<file path="src/rtl/adc_word_align_if.sv">
// adc_word_align_if: lane inputs, training control and aligned-output bundle for adc_word_align
interface adc_word_align_if #(
  parameter int ADC_DATA_WIDTH = 8,
  parameter int PATH_NUM = 2
);
  logic [ADC_DATA_WIDTH*PATH_NUM-1:0] adc_in_H;
  logic [ADC_DATA_WIDTH*PATH_NUM-1:0] adc_in_L;
  logic train_start;
  logic [ADC_DATA_WIDTH*2*PATH_NUM-1:0] adc_o;
  logic adc_o_valid;
  logic locked;
  logic align_fail;
  logic [1:0] align_cfg;
  modport master (
    output adc_in_H, adc_in_L, train_start,
    input adc_o, adc_o_valid, locked, align_fail, align_cfg
  );
  modport slave (
    input adc_in_H, adc_in_L, train_start,
    output adc_o, adc_o_valid, locked, align_fail, align_cfg
  );
endinterface

</file>
<file path="src/rtl/adc_word_align.sv">
// adc_word_align: finds H/L lane order and one-word L skew from a ramp pattern, then emits aligned words
module adc_word_align #(
  parameter int ADC_DATA_WIDTH = 8,
  parameter int PATH_NUM = 2,
  parameter int CHECK_LEN = 64,
  parameter int WINDOW = 256
) (
  input logic clk,
  input logic rst_n,
  adc_word_align_if.slave bus
);
  localparam int W = ADC_DATA_WIDTH;
  localparam int N = 2 * PATH_NUM;
  localparam int PW = $clog2(CHECK_LEN + 1);
  localparam int WW = $clog2(WINDOW);
  localparam logic [W-1:0] ONE = W'(1);
  localparam logic [PW-1:0] PMAX = PW'(CHECK_LEN);
  localparam logic [WW-1:0] WMAX = WW'(WINDOW - 1);
  typedef enum logic [1:0] {IDLE, TRAIN, LOCKED, FAIL} state_t;
  state_t state;
  logic [W*PATH_NUM-1:0] h_r, l_r, l_d, l_src;
  logic [W*N-1:0] cand;
  logic [W-1:0] last_r;
  logic [1:0] cfg;
  logic [WW-1:0] wcnt;
  logic [PW-1:0] pcnt, pcnt_nxt;
  logic pass;
  assign l_src = cfg[1] ? l_d : l_r;
  for (genvar i = 0; i < PATH_NUM; i++) begin : g_mux
    assign cand[2*i*W +: W] = cfg[0] ? l_src[i*W +: W] : h_r[i*W +: W];
    assign cand[(2*i+1)*W +: W] = cfg[0] ? h_r[i*W +: W] : l_src[i*W +: W];
  end
  // last_r carries the previous word's final sample so the ramp is checked across word boundaries
  always_comb begin
    pass = cand[0 +: W] == last_r + ONE;
    for (int k = 0; k < N - 1; k++) pass = pass && (cand[(k+1)*W +: W] == cand[k*W +: W] + ONE);
    pcnt_nxt = !pass ? '0 : pcnt == PMAX ? pcnt : pcnt + 1'b1;
  end
  assign bus.align_cfg = cfg;
  always_ff @(posedge clk or negedge rst_n) begin
    if (!rst_n) begin
      state <= IDLE;
      h_r <= '0;
      l_r <= '0;
      l_d <= '0;
      last_r <= '0;
      cfg <= '0;
      wcnt <= '0;
      pcnt <= '0;
      bus.adc_o <= '0;
      bus.adc_o_valid <= 1'b0;
      bus.locked <= 1'b0;
      bus.align_fail <= 1'b0;
    end else begin
      h_r <= bus.adc_in_H;
      l_r <= bus.adc_in_L;
      l_d <= l_r;
      last_r <= cand[W*N-1 -: W];
      bus.adc_o <= cand;
      if (bus.train_start) begin
        state <= TRAIN;
        cfg <= '0;
        wcnt <= '0;
        pcnt <= '0;
        bus.locked <= 1'b0;
        bus.adc_o_valid <= 1'b0;
        bus.align_fail <= 1'b0;
      end else if (state == TRAIN) begin
        // the first two cycles of a window still hold data muxed under the previous cfg
        if (!(|wcnt[WW-1:1])) wcnt <= wcnt + 1'b1;
        else if (pcnt_nxt == PMAX) begin
          state <= LOCKED;
          pcnt <= pcnt_nxt;
          bus.locked <= 1'b1;
          bus.adc_o_valid <= 1'b1;
        end else if (wcnt == WMAX) begin
          wcnt <= '0;
          pcnt <= '0;
          if (cfg == 2'd3) begin
            state <= FAIL;
            bus.align_fail <= 1'b1;
          end else cfg <= cfg + 1'b1;
        end else begin
          pcnt <= pcnt_nxt;
          wcnt <= wcnt + 1'b1;
        end
      end
    end
  end
endmodule

</file>
<file path="src/flat_wrapper.sv">
// flat-port wrapper written by rule: the top's interface ports become plain ports
module adc_word_align_flat 
#(
  parameter int ADC_DATA_WIDTH = 8,
  parameter int PATH_NUM = 2,
  parameter int CHECK_LEN = 64,
  parameter int WINDOW = 256
)
  (clk, rst_n, bus_adc_in_H, bus_adc_in_L, bus_train_start, bus_adc_o, bus_adc_o_valid, bus_locked, bus_align_fail, bus_align_cfg);
  adc_word_align_if #(.ADC_DATA_WIDTH(ADC_DATA_WIDTH), .PATH_NUM(PATH_NUM)) bus_i ();
  input logic clk;
  input logic rst_n;
  input wire logic [$bits(bus_i.adc_in_H)-1:0] bus_adc_in_H;
  input wire logic [$bits(bus_i.adc_in_L)-1:0] bus_adc_in_L;
  input wire logic [$bits(bus_i.train_start)-1:0] bus_train_start;
  output wire logic [$bits(bus_i.adc_o)-1:0] bus_adc_o;
  output wire logic [$bits(bus_i.adc_o_valid)-1:0] bus_adc_o_valid;
  output wire logic [$bits(bus_i.locked)-1:0] bus_locked;
  output wire logic [$bits(bus_i.align_fail)-1:0] bus_align_fail;
  output wire logic [$bits(bus_i.align_cfg)-1:0] bus_align_cfg;
  assign bus_i.adc_in_H = bus_adc_in_H;
  assign bus_i.adc_in_L = bus_adc_in_L;
  assign bus_i.train_start = bus_train_start;
  assign bus_adc_o = bus_i.adc_o;
  assign bus_adc_o_valid = bus_i.adc_o_valid;
  assign bus_locked = bus_i.locked;
  assign bus_align_fail = bus_i.align_fail;
  assign bus_align_cfg = bus_i.align_cfg;
  adc_word_align #(.ADC_DATA_WIDTH(ADC_DATA_WIDTH), .PATH_NUM(PATH_NUM), .CHECK_LEN(CHECK_LEN), .WINDOW(WINDOW)) u_core (.clk(clk), .rst_n(rst_n), .bus(bus_i));
endmodule
</file>
<file path="config.mk">
export PLATFORM = sky130hd
export DESIGN_NAME = adc_word_align_flat
export DESIGN_NICKNAME = d
export VERILOG_FILES = /design/src/rtl/adc_word_align_if.sv /design/src/rtl/adc_word_align.sv /design/src/flat_wrapper.sv
export SDC_FILE = /design/constraint.sdc
export NUM_CORES = 1
export LEC_CHECK = 0
export CAP_MARGIN = 20
export CORE_MARGIN = 2
export CORE_UTILIZATION = 50
export DETAILED_ROUTE_END_ITERATION = 16
export PLACE_DENSITY = 0.77
export SYNTH_ARGS = -nofsm -noshare
export SYNTH_HDL_FRONTEND = slang
export SYNTH_SLANG_ARGS = --single-unit
</file>
<file path="constraint.sdc">
create_clock -name clk -period 3.72 [get_ports clk]
set_input_delay 0.744 -clock clk [delete_from_list [all_inputs] [get_ports clk]]
set_output_delay 0.744 -clock clk [all_outputs]
set_load 0.02 [all_outputs]
</file>
======== After elaboration in Yosys (flattened, before gate mapping) ========
Cells that the tools add are included.
Widths: inputs -> output; s select.
storage, ports and cells
  register bits after elaboration ......... 109
  output and inout port bits .............. 37
  word-level logic and storage cells ...... 86
  bits of input ports ..................... 35
operators by class
  eq/ne operators ......................... 12
  reductions and logical operators ........ 17
  mux-type cells .......................... 39
  add/subtract/negate cells ............... 7
operator list
  cell                 number
  $mux 8               9
  $mux 7               7
  $add 8x1->8 const B  5
  $eq 8x8->1           4
  $mux 2               12
  $mux 16              1
  $eq 7x7->1 const B   2
  $mux 1               10
  $reduce_and 5->1     2
  $reduce_bool 2->1    5
  $eq 8x8->1 const B   1
  $add 7x1->7 const B  1
  $reduce_or 7->1      1
  $reduce_bool 3->1    2
  $ne 2x2->1 const B   2
  $reduce_and 2->1     2
  $reduce_and 4->1     1
  $logic_and 1x1->1    3
  $ne 3x3->1 const B   1
  $reduce_and 3->1     1
  $add 2x1->2 const B  1
  $eq 2x1->1 const B   1
  $eq 2x2->1 const B   1

======== Longest topological paths before layout ========
  depth in word-level cells ............... 13
  depth in mapped cells ................... 17

======== Least setup slack after synthesis ========
Ideal clock, no wire load.
  path kind ............................... reg-to-reg
  from .................................... register u_core.cfg[0] (netlist: u_core.bus.align_cfg[0])
  to ...................................... register u_core.state[0]
  path slack .............................. -0.513 ns
  cell stages (with the launch flop) ...... 17
  arrival time ............................ 4.114 ns
  setup time .............................. 0.118 ns
  path buffers ............................ 5
  cell sequence ........................... dfrtp_1 > buf_2 > buf_2 > buf_2 > clkbuf_1 > clkbuf_1 > a21oi_1 > ha_1 > xnor2_1 > xnor2_1 > nand3_1 > or4b_2 > nor3b_1 > nand4_1 > nor4_4 > nand2_1 > a21o_1
between the ends
  elaborated cells on any way between the ends .. 24
  classes of those cells .................. add/sub: 3; eq/ne: 6; mux: 9; reduce/logical: 6
RTL lines
  element                                          line                  text
  from (decl)                                      adc_word_align.sv:24  logic [1:0] cfg;
  from (signal assigned)                           adc_word_align.sv:82  end else cfg <= cfg + 1'b1;
  $mux 8 (*)                                       adc_word_align.sv:30  assign cand[2*i*W +: W] = cfg[0] ? l_src[i*W +: W] : h_r[i*W +: W];
  via u_core.cand[16]                              adc_word_align.sv:22  logic [W*N-1:0] cand;
  $add 8x1->8 or $eq 8x8->1 (tied branches)        adc_word_align.sv:36  for (int k = 0; k < N - 1; k++) pass = pass && (cand[(k+1)*W +: W] == cand[k*W +: W] + ONE);
  $eq 8x8->1 or $logic_and 1x1->1 (tied branches)  adc_word_align.sv:36
  $logic_and 1x1->1 (*)                            adc_word_align.sv:36
  $mux 7 (*)                                       adc_word_align.sv:37  pcnt_nxt = !pass ? '0 : pcnt == PMAX ? pcnt : pcnt + 1'b1;
  $eq 7x7->1 (*)                                   adc_word_align.sv:71  else if (pcnt_nxt == PMAX) begin
  $mux 2                                           adc_word_align.sv:71
  $mux 2                                           adc_word_align.sv:70  if (!(|wcnt[WW-1:1])) wcnt <= wcnt + 1'b1;
  $mux 2                                           adc_word_align.sv:68  end else if (state == TRAIN) begin
  $mux 2                                           adc_word_align.sv:60  if (bus.train_start) begin
  to (signal assigned)                             adc_word_align.sv:61  state <= TRAIN;
  to (signal assigned)                             adc_word_align.sv:72  state <= LOCKED;
  to (signal assigned)                             adc_word_align.sv:80  state <= FAIL;
  to (decl)                                        adc_word_align.sv:20  state_t state;
Mark *: on every way through the listed nets, which the timed path passes. The rest lies on a longest branch. The select of a mux whose other input is x is not followed.
A chain may end at the register's enable or synchronous reset.

======== Final worst setup path ========
  from .................................... register u_core.cfg[1] (netlist: u_core.bus.align_cfg[1])
  to ...................................... register u_core.wcnt[4]
between the ends
  cells in the longest elaborated chain, start to end .. 11
  elaborated cells on any way between the ends .. 19
  classes of those cells .................. add/sub: 3; eq/ne: 6; mux: 6; reduce/logical: 4
ends and longest elaborated chain
  element                          line                  text
  $mux 16 (*)                      adc_word_align.sv:28  assign l_src = cfg[1] ? l_d : l_r;
  $mux 8                           adc_word_align.sv:30
  $add 8x1->8                      adc_word_align.sv:36
  $eq 8x8->1                       adc_word_align.sv:36
  $logic_and 1x1->1 (2 in series)  adc_word_align.sv:36
  $logic_and 1x1->1 (*)            adc_word_align.sv:36
  $mux 7 (*)                       adc_word_align.sv:37
  $eq 7x7->1 (*)                   adc_word_align.sv:71
  $ne 3x3->1 (no line) (*)         n/a
  $reduce_and 2->1 (no line) (*)   n/a
  to (signal assigned)             adc_word_align.sv:70
  to (signal assigned)             adc_word_align.sv:85  wcnt <= wcnt + 1'b1;
  to (decl)                        adc_word_align.sv:25  logic [WW-1:0] wcnt;
Every way passes the cells marked *; elsewhere a longest branch is shown, timed or not.

==> impl_results.md <==
* Period utilization at 0.969
* DIE HEIGHT at 106 µm
* Final setup viols at 0
* Post-route insts no fill at 754
* Crit Path Max Fanout at 7
* Vias per Instance at 5.64
* LEAKAGE at 2.71 nW
* Worst-margin pin slew at 0.630 ns
* Antenna diodes at 0
* IO Pins at 72
* Layout Nets at 656
* Layout cells sized above 1 at 0.167
* Die width at 106 µm
* Sequential cell fraction of total power at 0.528
* Max-cap viol count at 0
* Wl on met1 at 5880 µm
* Top achievable clock speed at 277 MHz
* Synthesized area at 5250 µm²
* WS Path Type: flip-flop to flip-flop
* CTS tree: done
* DR WL met3 at 670 µm
* First-pass GRT wire length at 20700 µm
* Hold Slack at 0.371 ns
* Most frequent cells in the layout: 99 x dfrtp_1, 70 x clkdlybuf4s50_1, 41 x buf_4
* Synth Net Count at 548
* NetSw at 0.657 mW
* Asr flop ratio synth at 1.00
* Grt total ovfl at 0
* GRT Resource Usage Total at 0.234
* Commonest non-fill, non-tap cell in the layout: dfrtp_1
* Die ar. at 11300 µm²
* DP Area at 6350 µm²
* R2R setup slack at 0.12 ns
* Finished layout cell area at 6650 µm²
* Clock tree sinks at 101
* Setup WS pre-CTS at 0.0306 ns
* Register bit total from synthesis at 101
* Setup WS post-layout at 0.116 ns
* Clock tree buffer depth at 2
* Row count at 37
* Routed vias at 4255
* Sequential cell area at 2530 µm²
* Worst Path Required at 4.02 ns
* Switching Share at 0.293
* Cell count of the worst reg-to-reg path at 11
* Clock Tree Root: clkbuf_8
* # H-tree levels at 3
* Clk pin slew, worst setup/hold paths at 0.10 ns
* Int Power at 1.59 mW
* CTS Hold Buffers Added at 0
* # fillers at 852
* Crit path cell chain: buf_6 -> mux2_4 -> mux2_4 -> or4_1 -> a2111o_1 -> and3_4 -> or3_4 -> o31ai_4 -> buf_6 -> o21ai_0 -> a21oi_1
* Num CTS Buffers at 9
* Total iterations of the first detailed-routing run at 5
* Initial drt markers at 227
* Fin Setup TNS at 0 ns
* VDD IR max at 0.360 mV
* Met2 routed wirelength at 6200 µm
* P per Cell Area at 337 nW/µm²
* Final GP Congestion at 0.926
* Status: complete, no violations
* Syn. warnings at 0
* Ys flop type: dfrtp_1
* PortBufs at 71
* Critical path buffer and inverter count at 2
* Post-synth cell types at 64
* Crit Reg-Reg Endpoint: u_core.wcnt[4]
* Cell count along the critical path at 11
* Post-synth EDFFs at 0
* Core Area at 10300 µm²
* Worst skew pair latency at 0.39 ns
* DR WL/cell at 17.2 µm
* CP Launch Type: flip-flop
* Post-route minimum period at 3.60 ns
* Slew Limit Fails at 0
* WP data arrival at 3.91 ns
* Register area share after synthesis at 0.482
* Post-placement cell count at 730
* Hold Vio Cnt, Final at 0
* Delay-heaviest family, CP: simple AND/OR/NAND/NOR gates
* Clk_skew at 0.0138 ns
* Area Overhead vs Synth at 26.8%
* Antenna violations before repair at 0
* Initial core utilization at 0.510
* Detail Route Antenna Nets at 0
* Relative slew slack at 0.580
* Post-Syn Instances at 505
* Reg2Reg Launch Point: u_core.bus.align_cfg[1]
* Drt total wl at 13000 µm
* CP max-delay cell: dfrtp_4
* Highest routed layer: met4
* Largest net degree at the start of global routing at 55
* CP Capture Type: flip-flop
* Residual DRC at 0
* Post-DP HPWL at 9670 µm
* Multi-input gate area at 2610 µm²
* Vias in the first global route at 4234
* Worst setup path endpoint: u_core.wcnt[4]
* Crit path from: u_core.bus.align_cfg[1]
* Min-delay worst type: input pin to async pin
* Syn Area/Cell at 10.4 µm²
* Crit path largest cell delay at 0.54 ns
* Power share of the clock group at 0.303
* Combinational Power Share at 0.168
worst min path at each step:
stage / start / end / slack, ns / cells past startpoint
after global routing: u_core.l_r[3] / u_core.l_d[3] / 0.39 / 0
after floorplan: u_core.l_r[4] / u_core.l_d[4] / 0.35 / 0
after CTS: rst_n / u_core.pcnt[4] / 0.38 / 1
final: rst_n / u_core.bus.adc_o[10] / 0.37 / 1
after detailed placement: u_core.l_r[12] / u_core.l_d[12] / 0.37 / 0
after global placement: u_core.l_r[3] / u_core.l_d[3] / 0.36 / 0
flip-flops by register name (all words and copies together), names as in the netlist:
name                    flops
u_core.bus.adc_o_valid      1
u_core.bus.adc_o           32
u_core.l_r                 16
u_core.bus.align_fail       1
u_core.state                2
u_core.h_r                 16
u_core.bus.align_cfg        2
u_core.l_d                 16
u_core.pcnt                 7
u_core.wcnt                 8
cell usage after synthesis, types with 3 or more instances:
cell	number	area share
clkbuf_1	8	0.0057
nand4_1	15	0.018
or2_2	4	0.0048
mux2i_1	24	0.046
dfrtp_1	101	0.48
buf_4	3	0.0043
and2_1	6	0.0072
nor2_1	39	0.028
o21ai_1	5	0.0048
a31oi_1	4	0.0048
nand3_1	24	0.023
xnor2_1	36	0.060
mux2_2	16	0.034
o211ai_1	4	0.0057
o31ai_1	5	0.0072
xor2_1	6	0.010
a21o_1	6	0.0086
nor2b_1	11	0.013
or3_1	11	0.013
buf_2	3	0.0029
nor3_1	6	0.0057
o21ai_0	13	0.012
inv_1	20	0.014
nor4_1	7	0.0083
nand2_1	24	0.017
or4_1	6	0.0086
ha_1	8	0.019
a21oi_1	39	0.037
nand2b_1	4	0.0048
power groups by stage:
| stage | Clock (mW) | Combinational (mW) | Sequential [mW] |
|---|---|---|---|
| after global placement | 0 | 0.365 | 1.20 |
| after global routing | 0.738 | 0.413 | 1.19 |
| after detailed placement | 0 | 0.374 | 1.21 |
| after CTS | 0.700 | 0.376 | 1.18 |
| after floorplan | 0 | 0.190 | 1.22 |
| final | 0.681 | 0.378 | 1.18 |
layer usage:
layer | track usage | vias up
li1 | - | 2032
met1 | 0.310 | 2066
met2 | 0.380 | 132
met3 | 0.0503 | 25
met4 | 0.0881 | 0
met5 | 0 | -
cell type report:
cell class | count | area share
Clock buffer | 10 | 0.0192
Clock inverter | 6 | 0.00941
Inverter | 21 | 0.0119
Multi-Input combinational cell | 365 | 0.392
Sequential cell | 101 | 0.381
Tap cell | 136 | 0.0256
Timing Repair Buffer | 115 | 0.161
per-stage QoR:
stage	utilization	power [mW]
after floorplan	-	1.41
after global placement	0.618	1.57
after detailed placement	0.618	1.58
after CTS	0.636	2.26
after global routing	0.647	2.34
final	0.647	2.24
kinds of logic (layout without fill, tap and decap cells):
group	count (synthesis)	count (layout)	share of synthesized area
AND/OR/NAND/NOR	178	178	0.189
multiplexers	42	42	0.0859
buffers and inverters	39	152	0.0343
XOR/XNOR	43	43	0.0744
AO/OA/AOI/OAI	94	94	0.115
adder cells (fa/ha/maj)	8	8	0.0191
flip-flops	101	101	0.482
timing repair:
| action | CTS | global route |
|---|---|---|
| endpoints found under the setup margin | 0 | 18 |
| resized for setup | 0 | 13 |
| setup buffers | 0 | 7 |
Power figures use the tool's default switching activity.
